File: src/rtl/seq_scan_ctrl_pkg.sv
// Shared definitions for the serial pattern-scan controller.
//   state_e : controller state encoding (IDLE / SHIFT / REPORT)
//   PAT_W   : width of the target pattern and detector window
package seq_scan_ctrl_pkg;

    localparam int PAT_W = 3;

    typedef enum logic [1:0] {
        IDLE   = 2'b00,
        SHIFT  = 2'b01,
        REPORT = 2'b10
    } state_e;

endpackage

File: src/rtl/seq_pat_det.sv
// Overlapping 3-bit pattern detector with a two-bit history.
// Ports:
//   clk     : clock, rising edge
//   rst     : synchronous active-low reset
//   bit_i   : bit presented this cycle
//   vld_i   : bit_i is valid; history steps when high
//   clr_i   : clear history (new non-chained word)
//   pat_i   : target pattern, oldest bit in the MSB
//   match_o : Mealy match for the current bit
module seq_pat_det
    import seq_scan_ctrl_pkg::*;
(
    input  logic             clk,
    input  logic             rst,
    input  logic             bit_i,
    input  logic             vld_i,
    input  logic             clr_i,
    input  logic [PAT_W-1:0] pat_i,
    output logic             match_o
);

    logic       h1_q, h0_q;
    logic [1:0] hcnt_q;

    always_ff @(posedge clk) begin
        if (!rst || clr_i) begin
            h1_q   <= 1'b0;
            h0_q   <= 1'b0;
            hcnt_q <= 2'd0;
        end else if (vld_i) begin
            // every presented bit enters the history, so matches overlap
            h1_q <= h0_q;
            h0_q <= bit_i;
            if (hcnt_q != 2'd2) hcnt_q <= hcnt_q + 2'd1;
        end
    end

    assign match_o = vld_i & (hcnt_q == 2'd2) & ({h1_q, h0_q, bit_i} == pat_i);

endmodule

File: src/rtl/seq_scan_ctrl.sv
// Serial scan controller: accepts a W-bit word over a valid/ready
// handshake, presents it MSB first to the pattern detector, and reports
// the number of matches found in the word.
// Ports:
//   clk, rst  : clock and synchronous active-low reset
//   cfg_pat   : target pattern (latched at accept)
//   cfg_chain : 1 = detector history carries across words (latched at accept)
//   in_valid, in_data, in_ready : word handshake
//   ser_bit, ser_vld : bit stream into the detector
//   match     : detector match for the current bit
//   done      : one-cycle pulse, cnt_out is updated at its end
//   cnt_out   : match count of the last completed word
module seq_scan_ctrl
    import seq_scan_ctrl_pkg::*;
#(
    parameter int W  = 8,
    parameter int CW = $clog2(W + 1)
) (
    input  logic             clk,
    input  logic             rst,
    input  logic [PAT_W-1:0] cfg_pat,
    input  logic             cfg_chain,
    input  logic             in_valid,
    input  logic [W-1:0]     in_data,
    output logic             in_ready,
    output logic             ser_bit,
    output logic             ser_vld,
    output logic             match,
    output logic             done,
    output logic [CW-1:0]    cnt_out
);

    localparam int IW = (W > 1) ? $clog2(W) : 1;

    // state | meaning
    // IDLE   | ready for a word; accept latches word and configuration
    // SHIFT  | one bit per cycle into the detector, MSB first
    // REPORT | done pulse; match count moves to cnt_out

    state_e           state_q, state_d;
    logic [W-1:0]     word_q, word_d;
    logic [IW-1:0]    idx_q, idx_d;
    logic [CW-1:0]    cnt_q, cnt_d;
    logic [CW-1:0]    cnt_out_q, cnt_out_d;
    logic [PAT_W-1:0] pat_q, pat_d;
    logic             det_clr;

    always_ff @(posedge clk) begin
        if (!rst) begin
            state_q   <= IDLE;
            word_q    <= '0;
            idx_q     <= '0;
            cnt_q     <= '0;
            cnt_out_q <= '0;
            pat_q     <= '0;
        end else begin
            state_q   <= state_d;
            word_q    <= word_d;
            idx_q     <= idx_d;
            cnt_q     <= cnt_d;
            cnt_out_q <= cnt_out_d;
            pat_q     <= pat_d;
        end
    end

    // kept outside the FSM block so the detector's match does not feed back
    // into the process that drives its inputs
    assign ser_vld = (state_q == SHIFT);
    assign ser_bit = ser_vld & word_q[idx_q];

    always_comb begin
        state_d   = state_q;
        word_d    = word_q;
        idx_d     = idx_q;
        cnt_d     = cnt_q;
        cnt_out_d = cnt_out_q;
        pat_d     = pat_q;
        in_ready  = 1'b0;
        done      = 1'b0;
        det_clr   = 1'b0;
        case (state_q)
            IDLE: begin
                in_ready = 1'b1;
                if (in_valid) begin
                    word_d  = in_data;
                    pat_d   = cfg_pat;
                    det_clr = ~cfg_chain;
                    cnt_d   = '0;
                    idx_d   = IW'(W - 1);
                    state_d = SHIFT;
                end
            end
            SHIFT: begin
                if (match) cnt_d = cnt_q + CW'(1);
                idx_d = idx_q - IW'(1);
                if (idx_q == '0) state_d = REPORT;
            end
            REPORT: begin
                done      = 1'b1;
                cnt_out_d = cnt_q;
                state_d   = IDLE;
            end
            default: state_d = IDLE;
        endcase
    end

    assign cnt_out = cnt_out_q;

    seq_pat_det u_det (
        .clk     (clk),
        .rst     (rst),
        .bit_i   (ser_bit),
        .vld_i   (ser_vld),
        .clr_i   (det_clr),
        .pat_i   (pat_q),
        .match_o (match)
    );

endmodule
File: config.mk
export PLATFORM = sky130hd
export DESIGN_NAME = seq_scan_ctrl
export DESIGN_NICKNAME = d
export VERILOG_FILES = /design/src/rtl/seq_scan_ctrl_pkg.sv /design/src/rtl/seq_pat_det.sv /design/src/rtl/seq_scan_ctrl.sv
export SDC_FILE = /design/constraint.sdc
export NUM_CORES = 1
export LEC_CHECK = 0
export ABC_AREA = 1
export CAP_MARGIN = 40
export CELL_PAD_IN_SITES_DETAIL_PLACEMENT = 0
export CELL_PAD_IN_SITES_GLOBAL_PLACEMENT = 1
export CORE_ASPECT_RATIO = 1.1
export CORE_UTILIZATION = 42
export CTS_BUF_LIST = sky130_fd_sc_hd__clkbuf_8
export DETAILED_ROUTE_END_ITERATION = 8
export PLACE_DENSITY = 0.84
export REMOVE_ABC_BUFFERS = 1
export SYNTH_ARGS = -nofsm -noshare
export SYNTH_HDL_FRONTEND = slang
export SYNTH_SLANG_ARGS = --single-unit
File: constraint.sdc
create_clock -name clk -period 2.55 [get_ports clk]
set_clock_uncertainty 0.05 [all_clocks]
set_input_delay 0.765 -clock clk [delete_from_list [all_inputs] [get_ports clk]]
set_output_delay 0.765 -clock clk [all_outputs]
set_load 0.03 [all_outputs]
### Word-level counts from Yosys, hierarchy flattened

Cells that the tools add are included.

| cells by class | value |
|---|---|
| $add $sub $neg | 3 |
| $mul | 0 |
| divide/modulo/power cells | 0 |
| magnitude comparators | 1 |
| equality and inequality tests | 8 |
| shift-type cells | 0 |
| muxes and demuxes | 14 |
| bitwise gates (word level) | 4 |
| reductions and logical operators | 10 |

Operators with widths:

| operator | count |
|---|---|
| $mux 4 | 2 |
| $pmux 4 s2 | 1 |
| $reduce_and 2->1 | 4 |
| $pmux 3 s2 | 1 |
| $mux 1 | 5 |
| $add 4x1->4 const B | 1 |
| $eq 2x2->1 const B | 2 |
| $lt 3x4->1 const B | 1 |
| $mux 2 | 2 |
| $ne 2x1->1 const B | 2 |
| $ne 2x2->1 const B | 2 |
| $pmux 2 s2 | 1 |
| $and 1x1->1 | 3 |
| $bmux 1 s3 | 1 |
| $eq 3x3->1 | 1 |
| $logic_not 3->1 | 1 |
| $mux 3 | 1 |
| $reduce_and 3->1 | 1 |
| $sub 3x1->3 const B | 1 |
| $add 2x1->2 const B | 1 |
| $eq 2x1->1 const B | 1 |
| $logic_not 2->1 | 1 |
| $reduce_bool 2->1 | 1 |
| $logic_not 1->1 | 1 |
| other kinds (2) | 2 |

| word-level totals | value |
|---|---|
| register bits | 28 |
| bits in latches | 0 |
| bits in writable memories | 0 |
| ROM bits | 0 |
| bits of input ports | 15 |
| output and inout bits | 9 |
| logic and storage cells | 49 |
| memories kept | 0 |

### Depth between registers and ports, before layout

Gate-level depths: netlist of run 1.

| depth | value |
|---|---|
| depth in word-level cells | 7 |
| mapped depth | 10 |

### Cells and area by module

Synthesis of run 1 repeated with hierarchy kept, for this count alone.

| unflattened totals | value |
|---|---|
| cells, all modules | 181 |
| area total of the unflattened synthesis | 1270.0 sq um |

By module, submodules not included:

| module | instances | cells each | area an instance (sq um) | seq. area each (sq um) |
|---|---|---|---|---|
| seq_scan_ctrl | 1 | 139 | 1026.0 | 480.5 |
| seq_pat_det | 1 | 42 | 244.0 | 80.1 |

### Worst setup path after synthesis of run 1

OpenSTA, ideal clock, no wires.

| path | value |
|---|---|
| path type | reg-to-output |
| from | register state_q[0] |
| to | output match |
| arrival time | 1.227 ns |
| data required time | 1.735 ns |
| slack | 0.508 ns |
| cell stages (with the launch flop) | 7 |
| path buffers | 0 |
| cell sequence | dfxtp_1 nand2_4 inv_4 nand2_4 nor3_4 nand3_4 inv_1 |

| on the way | value |
|---|---|
| longest elaborated chain between the ends | 4 |

Ends and longest elaborated chain:

| item | line | RTL |
|---|---|---|
| start, declared | seq_scan_ctrl.sv:40 | `state_e state_q, state_d;` |
| start signal, assigned | seq_scan_ctrl.sv:57 | `state_q <= state_d;` |
| $eq 2x1->1 * | seq_scan_ctrl.sv:68 | `assign ser_vld = (state_q == SHIFT);` |
| net ser_vld | seq_scan_ctrl.sv:27 | `output logic ser_vld,` |
| $and 1x1->1 | seq_scan_ctrl.sv:69 | `assign ser_bit = ser_vld & word_q[idx_q];` |
| $eq 3x3->1 | seq_pat_det.sv:38 | `assign match_o = vld_i & (hcnt_q == 2'd2) & ({h1_q, h0_q, bit_i} == pat_i);` |
| $and 1x1->1 * | seq_pat_det.sv:38 |  |
| end, declared | seq_scan_ctrl.sv:28 | `output logic match,` |

Mark *: on every way through the listed nets, which the timed path passes. The rest lies on a longest branch.

### Final worst setup path of run 1

| path | value |
|---|---|
| from | register state_q[0] |
| to | output ser_vld |

| on the way | value |
|---|---|
| longest elaborated chain between the ends | 1 |

Ends and longest elaborated chain:

| item | line |
|---|---|
| $eq 2x1->1 | seq_scan_ctrl.sv:68 |
| end, declared | seq_scan_ctrl.sv:27 |

Every way passes these cells.

==> flow_summary.ini, run 1 <==
[run_status]
status = finished, final reports clean

[sta]
timing.slew.headroom_pct = 72.7
hold_viol = 0
period_share_pct = 93.4
drv_slew = 0
tightest_slew_ns = 0.405
rsz0062_at_grt = no
timing.final.crit_period_ns = 2.38
fmax_mhz = 420
setup_violations = 0
fin_ws_ns = 0.167
fin_tns_setup_ns = 0

[cts]
postCtsSetupBuffers = 0
cts_tree = built
cts_hold_buf = 0
cts_sinks = 28
cts_max_path_buffers = 2
path_clk_slew_ns = 0.09
clk_latency_ns = 0.27
htree_levels = 1
cts_made_buffers = 3
clock-root-buffer = clkbuf_8

[finish]
postLayoutCoreUtil_pct = 57.5
multiInputGateArea_um2 = 623
ff_latch_area_um2 = 562
antenna-diode-count = 0
n_fill_cell = 279
syn_to_final_growth_pct = 25.8
final_layout_size_suffix_gt1_share_pct = 12.2
final_nets = 216

[worst_setup_path]
arrival_ns = 1.57
worst_path_largest_cell_delay_ns = 0.70
worstPathRequired_ns = 1.74
critPathKind = flop to primary output
r2r_end = cnt_q[0]$_SDFFE_PN0P_
crit_chain = nand2_4 > inv_4 > clkdlybuf4s50_1
worstSetupStartpoint = state_q[0]$_SDFFE_PN0P_
worstSetupEndpointType = primary output
r2r_cells = 9
r2r_start = idx_q[0]$_SDFFE_PN0P_
crit_fanout = 10
cp-endpoint = ser_vld
crit_slowest_cell = clkdlybuf4s50_1
startpoint_type = flop
ff2ff_setup_slack_ns = 1.15

[grt]
grt_util_met1_pct = 21.7
grtUsageMet3_pct = 3.26
grt_pass1_wl_mm = 4.29
grtUsageMet2_pct = 31.3
grt_max_degree = 23
grt_pass1_vias = 1032
grt.busiest_layer = met2
grt_use_total_pct = 18.1
overflow = 0
antenna_found_initial = 0

[pwr]
p_switching_mw = 0.306
p_leak_nw = 0.715
comb_power_share_pct = 23.9
vdd_drop_max_mv = 0.427
power_frac_seq_pct = 49.3
p_int_mw = 0.715
clkPwrFrac_pct = 26.8
powerDensity_nw_per_um2 = 622
swShare_pct = 30.0

[yosys]
netlist.area_leader.share_pct = 43.0
syn_inst = 169
synth_area_leaders = dfxtp_1 43%, a21oi_1 8.4%, o21ai_0 6.9%
yosys.area.top_type = dfxtp_1
yosys.cell_types.count = 25
syn_avg_cell_area_um2 = 7.72
synth.ff_latch_count = 28
synth_area_um2 = 1310
yosysWarnings = 0
yosysSeqAreaShare_pct = 43.0

[placement]
io_buffers = 23
gp_congestion = 0.758
dp_hpwl_mm = 1.94
pre_cts_ws_ns = 0.150

[detailed_routing]
wirelength_mm = 2.60
wl_per_cell_um = 11.3
vias_per_cell = 4.99
ant_nets = 0
drcViolationCount = 0
first_iter_violations = 30
drtPass1Iterations = 4
via_count = 1143

[die]
die_h_um = 60.5
fp.dieW_um = 55.1
row_count = 20
boundaryPins = 24
dieArea_um2 = 3330
core_um2 = 2850
start_util_pct = 45.7

[hold_path]
hold_class = flop to flop

[job]
drv_cap = 0
[power by group through the flow]
stage / registers [mW] / logic, mW / clock network (mW)
detailed placement: 0.513 / 0.246 / 0
floorplan: 0.513 / 0.157 / 0
global placement: 0.511 / 0.238 / 0
finish: 0.503 / 0.244 / 0.274
global route: 0.508 / 0.274 / 0.293
CTS: 0.503 / 0.246 / 0.283
[placed cells by master, fill, tap and decap left out, types with 2 or more instances in the layout]
master            n
nand3_4           2
clkbuf_8          4
ha_1              4
inv_1            22
nand3_2           3
nor2_1           20
nand2_1          21
a21oi_1          22
nand2_4           2
buf_4             6
clkdlybuf4s50_1  21
inv_2             2
o21ai_0          18
xor2_1            3
dfxtp_1          27
nand3_1           8
[cells in the mapped netlist]
cell,instances
nand3_1,8
nand4_1,1
dfxtp_1,28
ha_1,4
nor4_1,1
nand2_4,2
nor2_1,20
o21ai_0,18
buf_2,2
inv_1,22
xor2_1,3
a31oi_1,1
xnor2_1,1
clkbuf_1,2
nand2_1,21
nor3_4,1
inv_4,1
nand3_2,3
a21oi_1,22
nand3_4,2
nand2_2,1
clkbuf_4,1
inv_2,2
a221oi_1,1
or2_2,1
[per-stage QoR]
stage / cell area, um^2 / hold WS, ns / cells / power, mW
2_1_floorplan: 1280 / 0.379 / 164 / 0.669
4_1_cts: 1640 / 0.413 / 229 / 1.03
3_5_place_dp: 1590 / 0.400 / 225 / 0.759
3_3_place_gp: 1590 / 0.398 / 225 / 0.749
5_1_grt: 1640 / 0.451 / 229 / 1.08
6_report: 1640 / 0.412 / 229 / 1.02
[worst max-delay path: cells and delay by family, from the launching register on]
| kind | cells | cell delay (ns) |
|---|---|---|
| and+or+nand+nor | 1 | 0.07 |
| DFF | 1 | 0.40 |
| buffers and inverters | 2 | 0.82 |
[cell type report]
class | count | area share (%)
Timing Repair Buffer | 28 | 16.1
Inverter | 25 | 5.87
Sequential cell | 28 | 34.2
Clock buffer | 4 | 3.35
Tap cell | 33 | 2.52
Multi-Input combinational cell | 111 | 38.0
[flip-flops by register name, indices dropped and copies added (netlist names)]
register / flops
u_det.h1_q: 1
word_q: 8
state_q: 2
u_det.hcnt_q: 2
cnt_out: 4
pat_q: 3
cnt_q: 4
idx_q: 3
u_det.h0_q: 1
[logic make-up (layout without fill, tap and decap cells)]
group                    count (synthesis)  after routing  share of synthesized area, %
AND/OR/NAND/NOR                         61             61                          24.7
adder cells (fa/ha/maj)                  4              4                          3.84
buffers and inverters                   30             57                          9.30
flip-flops                              28             28                          43.0
XOR/XNOR                                 4              4                          2.69
AO/OA/AOI/OAI                           42             42                          16.5
[routing by layer]
metal / vias up / wire length (um)
met4: 0 / 35
met1: 519 / 1240
met2: 20 / 1220
met3: 4 / 104
met5: - / 0
li1: 600 / -
[repair_timing]
action / 4_1_cts / 5_1_grt
endpoints found under the hold margin: 0 / 0
gates cloned: 0 / 0
endpoints found under the setup margin: 1 / 2
resized for setup: 1 / 1
[how the worst min path moves through the flow]
stage,startpoint,cells past startpoint,end
6_report,word_q[1]$_SDFFE_PN0P_,2,word_q[1]$_SDFFE_PN0P_
5_1_grt,word_q[1]$_SDFFE_PN0P_,2,word_q[1]$_SDFFE_PN0P_
4_1_cts,word_q[7]$_SDFFE_PN0P_,2,word_q[7]$_SDFFE_PN0P_
3_5_place_dp,word_q[7]$_SDFFE_PN0P_,2,word_q[7]$_SDFFE_PN0P_
3_3_place_gp,u_det.hcnt_q[0]$_SDFFE_PP0P_,2,u_det.hcnt_q[0]$_SDFFE_PP0P_
2_1_floorplan,word_q[1]$_SDFFE_PN0P_,2,word_q[1]$_SDFFE_PN0P_
No activity file was read; power rests on OpenSTA's default activity.
==> run 2, diff against run 1 <==
--- a/config.mk
+++ b/config.mk
@@ -10,10 +10,11 @@
 export CELL_PAD_IN_SITES_DETAIL_PLACEMENT = 0
 export CELL_PAD_IN_SITES_GLOBAL_PLACEMENT = 1
 export CORE_ASPECT_RATIO = 1.1
-export CORE_UTILIZATION = 42
+export CORE_UTILIZATION = 35
 export CTS_BUF_LIST = sky130_fd_sc_hd__clkbuf_8
 export DETAILED_ROUTE_END_ITERATION = 8
-export PLACE_DENSITY = 0.84
+export HOLD_SLACK_MARGIN = 0.08
+export PLACE_DENSITY = 0.74
 export REMOVE_ABC_BUFFERS = 1
 export SYNTH_ARGS = -nofsm -noshare
 export SYNTH_HDL_FRONTEND = slang
==> constraint.sdc (replaced) <==
create_clock -name clk -period 1.9 [get_ports clk]
set_clock_uncertainty 0.05 [all_clocks]
set_input_delay 0.57 -clock clk [delete_from_list [all_inputs] [get_ports clk]]
set_output_delay 0.57 -clock clk [all_outputs]
set_load 0.03 [all_outputs]
==> flow_summary.ini, run 2 (synthesis results as in run 1) <==
[worst_setup_path]
arrival_ns = 1.37
r2r_cells = 10
critPathKind = flop to primary output
r2r_end = cnt_q[2]$_SDFFE_PN0P_
crit_fanout = 4
r2r_start = idx_q[1]$_SDFFE_PN0P_
ff2ff_setup_slack_ns = 0.35
startpoint_type = flop
worstPathRequired_ns = 1.28
worstSetupEndpointType = primary output

[die]
fp.dieW_um = 60.2
row_count = 22
core_um2 = 3440
boundaryPins = 24
dieArea_um2 = 3980
die_h_um = 66.0
start_util_pct = 37.9

[run_status]
violations = negative setup slack
status = finished with violations

[detailed_routing]
via_count = 1169
drtPass1Iterations = 6
first_iter_violations = 33
ant_nets = 0
vias_per_cell = 4.66
drcViolationCount = 0
wl_per_cell_um = 10.9
wirelength_mm = 2.74

[finish]
n_fill_cell = 338
largest_register = word_q
postLayoutCoreUtil_pct = 50.2
syn_to_final_growth_pct = 32.4
largest_reg_flops = 8
final_cell_mix = 26 x dfxtp_1, 22 x a21oi_1, 20 x inv_1, 20 x nand2_1, 19 x nor2_1
multiInputGateArea_um2 = 646
stdcell_area_um2 = 1730
antenna-diode-count = 0
final_nets = 224
final_layout_size_suffix_gt1_share_pct = 20.7
ff_latch_area_um2 = 566
layout_commonest_cell = dfxtp_1

[pwr]
power_mw = 1.35
swShare_pct = 30.8
comb_power_share_pct = 25.7
power_frac_seq_pct = 50.4
vdd_drop_max_mv = 0.334
powerDensity_nw_per_um2 = 780
p_int_mw = 0.932
clkPwrFrac_pct = 23.9
p_switching_mw = 0.416
p_leak_nw = 0.765

[sta]
timing.slew.headroom_pct = 79.9
setup_violations = 2
timing.final.crit_period_ns = 1.99
rsz0062_at_grt = yes
holdWs_ns = 0.415
fin_ws_ns = -0.0914
tightest_slew_ns = 0.303
period_share_pct = 105
fmax_mhz = 502
hold_viol = 0
drv_slew = 0

[placement]
dpl_cell_area_um2 = 1640
gp_congestion = 0.768
pre_cts_ws_ns = 0.0670
dp_hpwl_mm = 2.11
io_buffers = 23

[cts]
cts_max_path_buffers = 2
path_clk_slew_ns = 0.09
cts_made_buffers = 3
clk_latency_ns = 0.28
cts_tree = built
clock-root-buffer = clkbuf_8
cts_hold_buf = 0
cts_sinks = 28
htree_levels = 1

[hold_path]
hold_class = flop to flop
holdPathStages = 2
hold_start = word_q[1]$_SDFFE_PN0P_
whs_endpoint = word_q[1]$_SDFFE_PN0P_

[job]
drv_cap = 0

[grt]
antenna_found_initial = 0
grt_pass1_wl_mm = 4.61
grt_pass1_vias = 1116
overflow = 0
grt_max_degree = 15
grt_use_total_pct = 15.6
-- run 2: worst max-delay path, stage by stage (launching register included) --
cell and delay (ns):
dfxtp_2 0.36, inv_1 0.13, nand3_2 0.09, nand3_2 0.11
nand3_4 0.09, nand2_4 0.08, nand3_4 0.07, inv_2 0.06
buf_6 0.12
-- run 2: power by group through the flow --
stage | Clock (mW) | Combinational (mW) | Sequential (mW)
3_5_place_dp | 0 | 0.339 | 0.690
6_report | 0.322 | 0.346 | 0.679
3_3_place_gp | 0 | 0.332 | 0.687
5_1_grt | 0.358 | 0.392 | 0.687
4_1_cts | 0.335 | 0.336 | 0.677
2_1_floorplan | 0 | 0.210 | 0.688
-- run 2: what timing repair did --
item	4_1_cts	5_1_grt
buffers inserted	0	2
gates resized for setup	10	8
pin swaps	1	6
endpoints found under the setup margin	7	2
-- run 2: routing by layer --
| layer | share of wire [%] | GRT usage, % | wire (um) |
|---|---|---|---|
| met1 | 47 | 18.6 | 1300 |
| met2 | 47 | 26.6 | 1290 |
| met3 | 3.9 | 2.74 | 106 |
| met4 | 1.8 | 6.98 | 48 |
| met5 | 0 | 0 | 0 |
-- run 2: metrics by stage --
step | TNS [ns] | std cells
floorplan | -0.436 | 164
global placement | 0 | 246
detailed placement | 0 | 246
CTS | -0.121 | 249
global route | -0.352 | 251
finish | -0.161 | 251
-- run 2: area by class of cell --
type	instances	area share [%]
clock buffers	3	2.39
flip-flops and latches	28	32.7
repair buffers	36	18.5
well taps	48	3.48
multi-input cells	111	37.4
inverters	25	5.58
-- run 2: worst max path at each step --
stage                     cells past startpoint                    start                 endpoint  slack [ns]
after detailed placement                      5                 in_valid    cnt_q[2]$_SDFFE_PN0P_        0.07
after floorplan                               4  state_q[0]$_SDFFE_PN0P_  u_det.h0_q$_SDFFE_PP0N_        -0.1
after global routing                          9    idx_q[0]$_SDFFE_PN0P_                    match       -0.19
final                                         8    idx_q[1]$_SDFFE_PN0P_                    match       -0.09
after CTS                                     8    idx_q[0]$_SDFFE_PN0P_                    match       -0.12
after global placement                        5                 in_valid   word_q[5]$_SDFFE_PN0P_        0.09
